===== src/rtl/logic_unit_pkg.sv =====
// -----------------------------------------------------------------------------
// logic_unit_pkg
// Shared types and constants for the pipelined bitwise logic unit.
//   OP_W : width of the operation code
//   op_e : operation encoding (AND, OR, XOR, NAND, NOR, XNOR, ANDN, PASS)
// -----------------------------------------------------------------------------
package logic_unit_pkg;

    localparam int OP_W = 3;

    typedef enum logic [OP_W-1:0] {
        OP_AND  = 3'b000,
        OP_OR   = 3'b001,
        OP_XOR  = 3'b010,
        OP_NAND = 3'b011,
        OP_NOR  = 3'b100,
        OP_XNOR = 3'b101,
        OP_ANDN = 3'b110,   // A & ~B
        OP_PASS = 3'b111    // A
    } op_e;

endpackage


===== src/rtl/logic_unit_pipe_if.sv =====
// -----------------------------------------------------------------------------
// logic_unit_pipe_if
// Bundles the operand handshake, result handshake and accumulator signals of
// logic_unit_pipe.
//   master : operand issue / writeback side (drives operands and out_ready)
//   slave  : the logic unit itself
// Optional flag outputs out_zero / out_parity exist only when
// LOGIC_UNIT_FLAGS_EN is defined.
// -----------------------------------------------------------------------------
interface logic_unit_pipe_if
    import logic_unit_pkg::*;
#(
    parameter int WIDTH = 4
);

    logic             in_valid;
    logic             in_ready;
    logic [WIDTH-1:0] in_a;
    logic [WIDTH-1:0] in_b;
    logic [OP_W-1:0]  in_op;
    logic             in_acc_sel;
    logic             acc_clr;
    logic             out_valid;
    logic             out_ready;
    logic [WIDTH-1:0] out_data;
    logic [WIDTH-1:0] acc_out;
`ifdef LOGIC_UNIT_FLAGS_EN
    logic             out_zero;
    logic             out_parity;

    modport master (
        output in_valid, in_a, in_b, in_op, in_acc_sel, acc_clr, out_ready,
        input  in_ready, out_valid, out_data, acc_out, out_zero, out_parity
    );

    modport slave (
        input  in_valid, in_a, in_b, in_op, in_acc_sel, acc_clr, out_ready,
        output in_ready, out_valid, out_data, acc_out, out_zero, out_parity
    );
`else
    modport master (
        output in_valid, in_a, in_b, in_op, in_acc_sel, acc_clr, out_ready,
        input  in_ready, out_valid, out_data, acc_out
    );

    modport slave (
        input  in_valid, in_a, in_b, in_op, in_acc_sel, acc_clr, out_ready,
        output in_ready, out_valid, out_data, acc_out
    );
`endif

endinterface


===== src/rtl/logic_unit_core.sv =====
// -----------------------------------------------------------------------------
// logic_unit_core
// Combinational WIDTH-bit bitwise evaluator.
//   a_i  : operand A (already muxed with the accumulator by the caller)
//   b_i  : operand B
//   op_i : operation select
//   y_o  : result, pure bitwise, no carry
// -----------------------------------------------------------------------------
module logic_unit_core
    import logic_unit_pkg::*;
#(
    parameter int WIDTH = 4
) (
    input  logic [WIDTH-1:0] a_i,
    input  logic [WIDTH-1:0] b_i,
    input  op_e              op_i,
    output logic [WIDTH-1:0] y_o
);

    // NOTE: every output of an always_comb gets a default first, so no path
    // through the case can leave it unassigned and infer a latch.
    always_comb begin
        y_o = '0;
        case (op_i)
            OP_AND:  y_o = a_i & b_i;
            OP_OR:   y_o = a_i | b_i;
            OP_XOR:  y_o = a_i ^ b_i;
            OP_NAND: y_o = ~(a_i & b_i);
            OP_NOR:  y_o = ~(a_i | b_i);
            OP_XNOR: y_o = ~(a_i ^ b_i);
            OP_ANDN: y_o = a_i & ~b_i;
            OP_PASS: y_o = a_i;
        endcase
    end

endmodule


===== src/rtl/logic_unit_pipe.sv =====
// -----------------------------------------------------------------------------
// logic_unit_pipe
// Two-stage pipelined bitwise logic unit with valid/ready handshakes,
// full-throughput backpressure and a result accumulator for chained ops.
//   clk   : rising-edge clock
//   rst_n : asynchronous active-low reset
//   bus   : logic_unit_pipe_if.slave
//           in_valid/in_ready/in_a/in_b/in_op/in_acc_sel : operand handshake
//           out_valid/out_ready/out_data                 : result handshake
//           acc_clr : synchronous accumulator clear (beats a load)
//           acc_out : current accumulator value
// Stage S0 registers the operands; stage S1 evaluates and registers the result.
// Optional feature: define LOGIC_UNIT_FLAGS_EN to add registered out_zero and
// out_parity flags that travel with out_data.
// -----------------------------------------------------------------------------
module logic_unit_pipe
    import logic_unit_pkg::*;
#(
    parameter int WIDTH = 4
) (
    input  logic               clk,
    input  logic               rst_n,
    logic_unit_pipe_if.slave   bus
);

    // S0 operand stage
    logic             s0_valid_q, s0_valid_d;
    logic [WIDTH-1:0] s0_a_q, s0_a_d;
    logic [WIDTH-1:0] s0_b_q, s0_b_d;
    op_e              s0_op_q, s0_op_d;
    logic             s0_acc_sel_q, s0_acc_sel_d;

    // S1 result stage and accumulator
    logic             out_valid_q, out_valid_d;
    logic [WIDTH-1:0] out_data_q, out_data_d;
    logic [WIDTH-1:0] acc_q, acc_d;

    logic             adv1;
    logic             in_ready;
    logic [WIDTH-1:0] eff_a;
    logic [WIDTH-1:0] result;

    // S0 moves into S1 whenever S1 is empty or being drained this cycle.
    assign adv1     = s0_valid_q & (~out_valid_q | bus.out_ready);
    assign in_ready = ~s0_valid_q | adv1;

    // The accumulator is loaded on the same edge that S1 captures a result,
    // so the next transaction (now in S0) sees it without a bubble.
    assign eff_a = s0_acc_sel_q ? acc_q : s0_a_q;

    logic_unit_core #(.WIDTH(WIDTH)) u_core (
        .a_i  (eff_a),
        .b_i  (s0_b_q),
        .op_i (s0_op_q),
        .y_o  (result)
    );

    always_comb begin
        s0_valid_d   = s0_valid_q;
        s0_a_d       = s0_a_q;
        s0_b_d       = s0_b_q;
        s0_op_d      = s0_op_q;
        s0_acc_sel_d = s0_acc_sel_q;
        if (in_ready) begin
            s0_valid_d = bus.in_valid;
            if (bus.in_valid) begin
                s0_a_d       = bus.in_a;
                s0_b_d       = bus.in_b;
                s0_op_d      = op_e'(bus.in_op);
                s0_acc_sel_d = bus.in_acc_sel;
            end
        end

        // A held result stays put until taken; out_data only changes on adv1.
        out_valid_d = adv1 | (out_valid_q & ~bus.out_ready);
        out_data_d  = adv1 ? result : out_data_q;

        acc_d = acc_q;
        if (bus.acc_clr) begin
            acc_d = '0;
        end else if (adv1) begin
            acc_d = result;
        end
    end

    // NOTE: sequential state is written only with non-blocking assignments so
    // every register samples the pre-edge values of its neighbours.
    always_ff @(posedge clk or negedge rst_n) begin
        if (!rst_n) begin
            s0_valid_q   <= 1'b0;
            s0_a_q       <= '0;
            s0_b_q       <= '0;
            s0_op_q      <= OP_AND;
            s0_acc_sel_q <= 1'b0;
            out_valid_q  <= 1'b0;
            out_data_q   <= '0;
            acc_q        <= '0;
        end else begin
            s0_valid_q   <= s0_valid_d;
            s0_a_q       <= s0_a_d;
            s0_b_q       <= s0_b_d;
            s0_op_q      <= s0_op_d;
            s0_acc_sel_q <= s0_acc_sel_d;
            out_valid_q  <= out_valid_d;
            out_data_q   <= out_data_d;
            acc_q        <= acc_d;
        end
    end

    assign bus.in_ready  = in_ready;
    assign bus.out_valid = out_valid_q;
    assign bus.out_data  = out_data_q;
    assign bus.acc_out   = acc_q;

`ifdef LOGIC_UNIT_FLAGS_EN
    logic zero_q, zero_d;
    logic parity_q, parity_d;

    always_comb begin
        zero_d   = adv1 ? (result == '0) : zero_q;
        parity_d = adv1 ? (^result)      : parity_q;
    end

    always_ff @(posedge clk or negedge rst_n) begin
        if (!rst_n) begin
            zero_q   <= 1'b0;
            parity_q <= 1'b0;
        end else begin
            zero_q   <= zero_d;
            parity_q <= parity_d;
        end
    end

    assign bus.out_zero   = zero_q;
    assign bus.out_parity = parity_q;
`endif

endmodule

===== src/flat_wrapper.sv =====
// flat-port wrapper written by rule: the top's interface ports become plain ports
module logic_unit_pipe_flat import logic_unit_pkg::*;
#(
    parameter int WIDTH = 4
)
  (clk, rst_n, bus_in_valid, bus_in_a, bus_in_b, bus_in_op, bus_in_acc_sel, bus_acc_clr, bus_out_ready, bus_in_ready, bus_out_valid, bus_out_data, bus_acc_out);
  logic_unit_pipe_if #(.WIDTH(WIDTH)) bus_i ();
  input  logic clk;
  input  logic rst_n;
  input wire logic [$bits(bus_i.in_valid)-1:0] bus_in_valid;
  input wire logic [$bits(bus_i.in_a)-1:0] bus_in_a;
  input wire logic [$bits(bus_i.in_b)-1:0] bus_in_b;
  input wire logic [$bits(bus_i.in_op)-1:0] bus_in_op;
  input wire logic [$bits(bus_i.in_acc_sel)-1:0] bus_in_acc_sel;
  input wire logic [$bits(bus_i.acc_clr)-1:0] bus_acc_clr;
  input wire logic [$bits(bus_i.out_ready)-1:0] bus_out_ready;
  output wire logic [$bits(bus_i.in_ready)-1:0] bus_in_ready;
  output wire logic [$bits(bus_i.out_valid)-1:0] bus_out_valid;
  output wire logic [$bits(bus_i.out_data)-1:0] bus_out_data;
  output wire logic [$bits(bus_i.acc_out)-1:0] bus_acc_out;
  assign bus_i.in_valid = bus_in_valid;
  assign bus_i.in_a = bus_in_a;
  assign bus_i.in_b = bus_in_b;
  assign bus_i.in_op = bus_in_op;
  assign bus_i.in_acc_sel = bus_in_acc_sel;
  assign bus_i.acc_clr = bus_acc_clr;
  assign bus_i.out_ready = bus_out_ready;
  assign bus_in_ready = bus_i.in_ready;
  assign bus_out_valid = bus_i.out_valid;
  assign bus_out_data = bus_i.out_data;
  assign bus_acc_out = bus_i.acc_out;
  logic_unit_pipe #(.WIDTH(WIDTH)) u_core (.clk(clk), .rst_n(rst_n), .bus(bus_i));
endmodule

===== config.mk =====
export PLATFORM = sky130hd
export DESIGN_NAME = logic_unit_pipe_flat
export DESIGN_NICKNAME = d
export VERILOG_FILES = /design/src/rtl/logic_unit_pkg.sv /design/src/rtl/logic_unit_pipe_if.sv /design/src/rtl/logic_unit_core.sv /design/src/rtl/logic_unit_pipe.sv /design/src/flat_wrapper.sv
export SDC_FILE = /design/constraint.sdc
export NUM_CORES = 1
export LEC_CHECK = 0
export BUFFER_PORTS_ARGS = -buffer_cell sky130_fd_sc_hd__clkbuf_2
export CAP_MARGIN = 5
export CORE_MARGIN = 10
export CORE_UTILIZATION = 55
export DETAILED_ROUTE_END_ITERATION = 8
export GPL_TIMING_DRIVEN = 1
export PLACE_DENSITY = 0.8
export REMOVE_ABC_BUFFERS = 1
export SETUP_SLACK_MARGIN = 0.4
export SLEW_MARGIN = 30
export SYNTH_ARGS = -nofsm -noshare
export SYNTH_HDL_FRONTEND = slang
export SYNTH_SLANG_ARGS = --single-unit

===== constraint.sdc =====
create_clock -name clk -period 4.45 [get_ports clk]
set_input_delay 0.6675 -clock clk [delete_from_list [all_inputs] [get_ports clk]]
set_output_delay 0.6675 -clock clk [all_outputs]
set_load 0.02 [all_outputs]

---- Word-level counts from Yosys, hierarchy flattened ----
Cells that the tools add are included.
cells by class
  equal/unequal tests ..................... 7
  muxes and demuxes ....................... 4
  bitwise operators ....................... 16
  reductions and logical operators ........ 3
operator list
  cell                number
  $pmux 4 s8          1
  $not 4->4           4
  $eq 3x3->1 const B  4
  $mux 4              3
  $and 4x4->4         2
  $eq 3x2->1 const B  2
  $or 4x4->4          1
  $xor 4x4->4         1
  $eq 3x1->1 const B  1
  $logic_not 3->1     1
  $not 1->1           3
  $or 1x1->1          3
  $and 1x1->1         2
  $reduce_and 2->1    1
  $reduce_bool 2->1   1
word-level totals
  register bits ........................... 22
  bits of input ports ..................... 17
  output and inout bits ................... 10
  word-level logic and storage cells ...... 38

---- Longest topological paths before layout ----
  depth after elaboration ................. 6
  mapped depth ............................ 8
  gate-level depth less buffers ........... 7

---- Modules after synthesis ----
Synthesis repeated with hierarchy kept, for this count alone.
second synthesis, totals
  cells, all modules ...................... 137
  area, all modules ....................... 1452.6 µm²
modules (own cells, without submodules)
  module           instances  cells an instance  area each (µm²)  sequential area each (µm²)
  logic_unit_pipe  1          66                 942.2            550.5
  logic_unit_core  1          71                 510.5            0.0

---- Worst setup path after synthesis ----
OpenSTA, ideal clock, no wires.
  path kind ............................... register -> register
  from .................................... register u_core.acc_q[3], in the netlist u_core.bus.acc_out[3]
  to ...................................... register u_core.acc_q[3], in the netlist u_core.bus.acc_out[3]
  library setup time ...................... 0.129 ns
  arrival ................................. 1.908 ns
  data required time ...................... 4.321 ns
  path slack .............................. 2.413 ns
  cell stages (with the launch flop) ...... 7
  path buffers ............................ 0
  clock period less this slack ............ 2.037 ns
  cells stage by stage .................... dfrtp_1 mux2i_1 ha_1 nor2b_1 or4_1 a221oi_1 nor3_1
between the ends
  cells in the longest elaborated chain, start to end .. 6
  elaborated cells on any way between the ends .. 11
  those cells by class .................... mux (4); bitwise (7)
ends and longest elaborated chain
  what                                       RTL line                                                             source
  start: declaration                         logic_unit_pipe.sv:36                                                logic [WIDTH-1:0] acc_q, acc_d;
  start signal: assignment                   logic_unit_pipe.sv:97                                                acc_q <= '0;
  start signal: assignment                   logic_unit_pipe.sv:106                                               acc_q <= acc_d;
  $mux 4 (*)                                 logic_unit_pipe.sv:49                                                assign eff_a = s0_acc_sel_q ? acc_q : s0_a_q;
  $xor 4x4->4, or another cell as far along  logic_unit_core.sv:27, logic_unit_core.sv:30
  $not 4->4 (on tied branches)               logic_unit_core.sv:30, logic_unit_core.sv:28, logic_unit_core.sv:29
  $pmux 4 s8 (*)                             logic_unit_core.sv:24                                                case (op_i)
  $mux 4 (*)                                 logic_unit_pipe.sv:81                                                end else if (adv1) begin
  $mux 4 (*)                                 logic_unit_pipe.sv:79                                                if (bus.acc_clr) begin
Every way passes the cells marked *; elsewhere a longest branch is shown, timed or not. The select of a mux whose other input is x is not followed.
A chain may end at the register's enable or synchronous reset.

---- Worst setup path after layout ----
  from .................................... register u_core.s0_acc_sel_q
  to ...................................... register u_core.acc_q[3], in the netlist u_core.bus.acc_out[3]
between the ends
  cells in the longest elaborated chain, start to end .. 6
  elaborated cells on any way between the ends .. 11
  those cells by class .................... mux (4); bitwise (7)
ends and longest elaborated chain
  what                                       RTL line                                                             source
  start: declaration                         logic_unit_pipe.sv:31                                                logic s0_acc_sel_q, s0_acc_sel_d;
  start signal: assignment                   logic_unit_pipe.sv:103                                               s0_acc_sel_q <= s0_acc_sel_d;
  $mux 4 (*)                                 logic_unit_pipe.sv:49
  $xor 4x4->4, or another cell as far along  logic_unit_core.sv:27, logic_unit_core.sv:30
  $not 4->4 (on tied branches)               logic_unit_core.sv:30, logic_unit_core.sv:28, logic_unit_core.sv:29
  $pmux 4 s8 (*)                             logic_unit_core.sv:24
  $mux 4 (*)                                 logic_unit_pipe.sv:81
  $mux 4 (*)                                 logic_unit_pipe.sv:79
Marked as above.

==> impl_metrics.tcl <==
set metrics [dict create \
    setup_viol 0 \
    cp_max_fo 5 \
    synth_edf_count 0 \
    cts_tree "built" \
    layoutNonFillerInstCount 186 \
    diodes 0 \
    hold_buffers 0 \
    powerDensity_nw_per_um2 397 \
    p_int_mw 0.386 \
    max_freq_mhz 440 \
    clockBufferDepth 2 \
    path_class "reg2reg" \
    vias 1088 \
    areaGrowthSynthToFinish_pct 11.4 \
    fp.dieW_um 70.3 \
    max_stage_delay_ps 530 \
    fin_worst_skew_ps 9.06 \
    hold_violations 0 \
    avgRoutedWirePerCell_um 16.4 \
    period_share_pct 51.0 \
    cp.arrival_ps 2460 \
    switching_share_pct 37.1 \
    io_pins 27 \
    ys_types 32 \
    layout-drive-gt1-share_pct 28.2 \
    worst_setup_path_end_kind "flop" \
    ys_seq_area_share_pct 39.6 \
    drt_iter0_drc 73 \
    rsz0062_at_grt "false" \
    yosysWarnings 0 \
    fin_area_um2 1550 \
    slew_violations 0 \
    hpwl_mm 2.36 \
    path_cells "mux2i_1, ha_1, nor2b_1, or4_1, a221oi_1, nor3_1" \
    crit_required_ps 4640 \
    overflow 0 \
    cap_violations 0 \
    r2r_cells 6 \
    portBuffers 26 \
    power.share.clock_pct 17.7 \
    cts_setup_buffers 0 \
    syn_area_um2 1390 \
    cp.depth 6 \
    ys.flop_type "dfrtp_1" \
    drc 0 \
    dp_cells 182 \
    finish.utilization_pct 63.6 \
    worstMarginPinSlew_ps 564 \
    fill_cells 208 \
    cts_root_buf "clkbuf_4" \
    final.min_clock_period_ps 2270 \
    grt_use_total_pct 12.4 \
    first_global_vias 1173 \
    clock_sinks 22 \
    async_flop_share_pct 100 \
    syn_avg_cell_area_um2 10.4 \
    status "finished, final reports clean" \
    start_kind "flop" \
    power_mw 0.614 \
    cts.repair.resized 0 \
    seqPwrFrac_pct 45.6 \
    relSlewSlack_pct 62.3 \
    cts_buffers 3 \
    critPathSlowestCell "or4_1" \
    hold_path.class "in2async" \
    routed_wl_mm 3.05 \
    yosys_register_bits 22 \
    setup_tns_ps 0 \
    nets 186 \
    synth_cells 134 \
    die_h_um 70.3 \
    dieArea_um2 4940 \
    p_comb_share_pct 36.7 \
    ir_drop_mv 0.273 \
    h-tree-depth 1 \
    clkLatencyLatePin_ps 300 \
    grt_max_degree 23 \
    grt_pass1_wl_mm 5.27 \
    p_sw_mw 0.227 \
    fp-row-count 18 \
    antenna_found_initial 0 \
    p_leak_nw 0.774 \
    fp.coreArea_um2 2430 \
    cts.reportedPaths.clkPinSlew_ps 120 \
    vias_per_cell 5.85 \
    crit_family "simple AND/OR/NAND/NOR gates" \
    timing.critical_path.buf_inv 0 \
    first_pass_iters 4 \
    place_area_um2 1510 \
    antenna_left 0 \
    place_congestion 0.825 \
    start_util_pct 57.1 \
]
==> power by group through the flow <==
| stage | registers, mW | logic (mW) | clock network, mW |
|---|---|---|---|
| 5_1_grt | 0.286 | 0.252 | 0.121 |
| 4_1_cts | 0.280 | 0.226 | 0.114 |
| 3_3_place_gp | 0.280 | 0.213 | 0 |
| 2_1_floorplan | 0.296 | 0.137 | 0 |
| 3_5_place_dp | 0.284 | 0.225 | 0 |
| 6_report | 0.280 | 0.225 | 0.109 |
==> layer usage <==
metal	vias to the layer above	share of wire, %	GRT usage [%]
met5	-	0	0
met4	0	1.4	4.39
met3	6	7.8	4.38
met2	38	50	20.3
met1	523	41	14.4
li1	521	-	-
==> sequential cells by signal, summed over array words and instances, names as in the netlist <==
signal                cells
u_core.bus.acc_out        4
u_core.bus.out_data       4
u_core.bus.out_valid      1
u_core.s0_a_q             4
u_core.s0_acc_sel_q       1
u_core.s0_b_q             4
u_core.s0_op_q            3
u_core.s0_valid_q         1
==> cells in the mapped netlist, types with 2 or more instances <==
| library cell | n | area [um^2] |
|---|---|---|
| a211o_1 | 2 | 17.5 |
| a21oi_1 | 6 | 30.0 |
| a221oi_1 | 2 | 17.5 |
| a22oi_1 | 2 | 15.0 |
| and3b_1 | 2 | 17.5 |
| buf_2 | 6 | 30.0 |
| dfrtp_1 | 22 | 551 |
| ha_1 | 12 | 150 |
| inv_1 | 9 | 33.8 |
| mux2_2 | 13 | 146 |
| mux2i_1 | 6 | 60.1 |
| nand2_1 | 12 | 45.0 |
| nand2b_1 | 7 | 43.8 |
| nand3_1 | 3 | 15.0 |
| nand3b_1 | 4 | 30.0 |
| nor2_1 | 3 | 11.3 |
| nor2b_1 | 3 | 18.8 |
| nor3_1 | 2 | 10.0 |
| o211ai_1 | 3 | 22.5 |
| o2bb2ai_1 | 2 | 17.5 |
| o311a_1 | 2 | 20.0 |
==> per-stage QoR <==
step                setup slack [ps]  hold slack, ps
floorplan                       2390             372
finish                          2180             326
global route                    2010             348
global placement                2320             466
detailed placement              2200             477
CTS                             2190             336
==> kinds of logic (layout without fill, tap and decap cells) <==
family	count (synthesis)	after routing	share of synthesized area, %
and+or+nand+nor	38	38	14.8
buffers and inverters	17	39	5.68
AOI/OAI and AO/OA	26	26	14.2
muxes	19	19	14.9
DFF	22	22	39.6
adders and majority gates	12	12	10.8
==> final cells by class <==
class / count / area (um^2) / area share, %
multi-input cells: 95 / 759 / 49.1
flip-flops and latches: 22 / 551 / 35.6
repair buffers: 26 / 130 / 8.41
well taps: 30 / 37.5 / 2.43
clock buffers: 4 / 36.3 / 2.34
inverters: 9 / 33.8 / 2.18
==> final timing paths <==
check,start,slack [ps],end
setup / recovery,u_core.s0_acc_sel_q,2180,u_core.bus.acc_out[3]
hold / removal,rst_n,330,u_core.s0_valid_q
setup reg to reg,u_core.s0_acc_sel_q,2180,u_core.bus.acc_out[3]
hold reg to reg,u_core.bus.out_data[2],510,u_core.bus.out_data[2]
max in group asynchronous,rst_n,3750,u_core.s0_op_q[1]
min in group clk,u_core.bus.out_data[2],510,u_core.bus.out_data[2]
==> cell usage in the layout (no fill, tap or decap), drive strengths merged <==
| cell | Yosys | routed |
|---|---|---|
| mux2i | 6 | 6 |
| nand2b | 7 | 7 |
| inv | 9 | 9 |
| clkbuf | 1 | 30 |
| mux2 | 13 | 13 |
| nor2 | 3 | 3 |
| o21bai | 1 | 1 |
| nand3 | 3 | 3 |
| a211o | 2 | 2 |
| a311o | 1 | 1 |
| nor2b | 3 | 3 |
| a221oi | 2 | 2 |
| o311ai | 1 | 1 |
| o22ai | 1 | 1 |
| and3b | 2 | 2 |
| nand3b | 4 | 4 |
| or2 | 1 | 1 |
| o311a | 2 | 2 |
| nand2 | 12 | 12 |
| o211ai | 3 | 3 |
| ha | 12 | 12 |
| nor3 | 2 | 2 |
| or4 | 1 | 1 |
| o2bb2ai | 2 | 2 |
| o31ai | 1 | 1 |
| o32ai | 1 | 1 |
| a22oi | 2 | 2 |
| a21oi | 7 | 7 |
| dfrtp | 22 | 22 |
(Power assumes the default switching activity.)
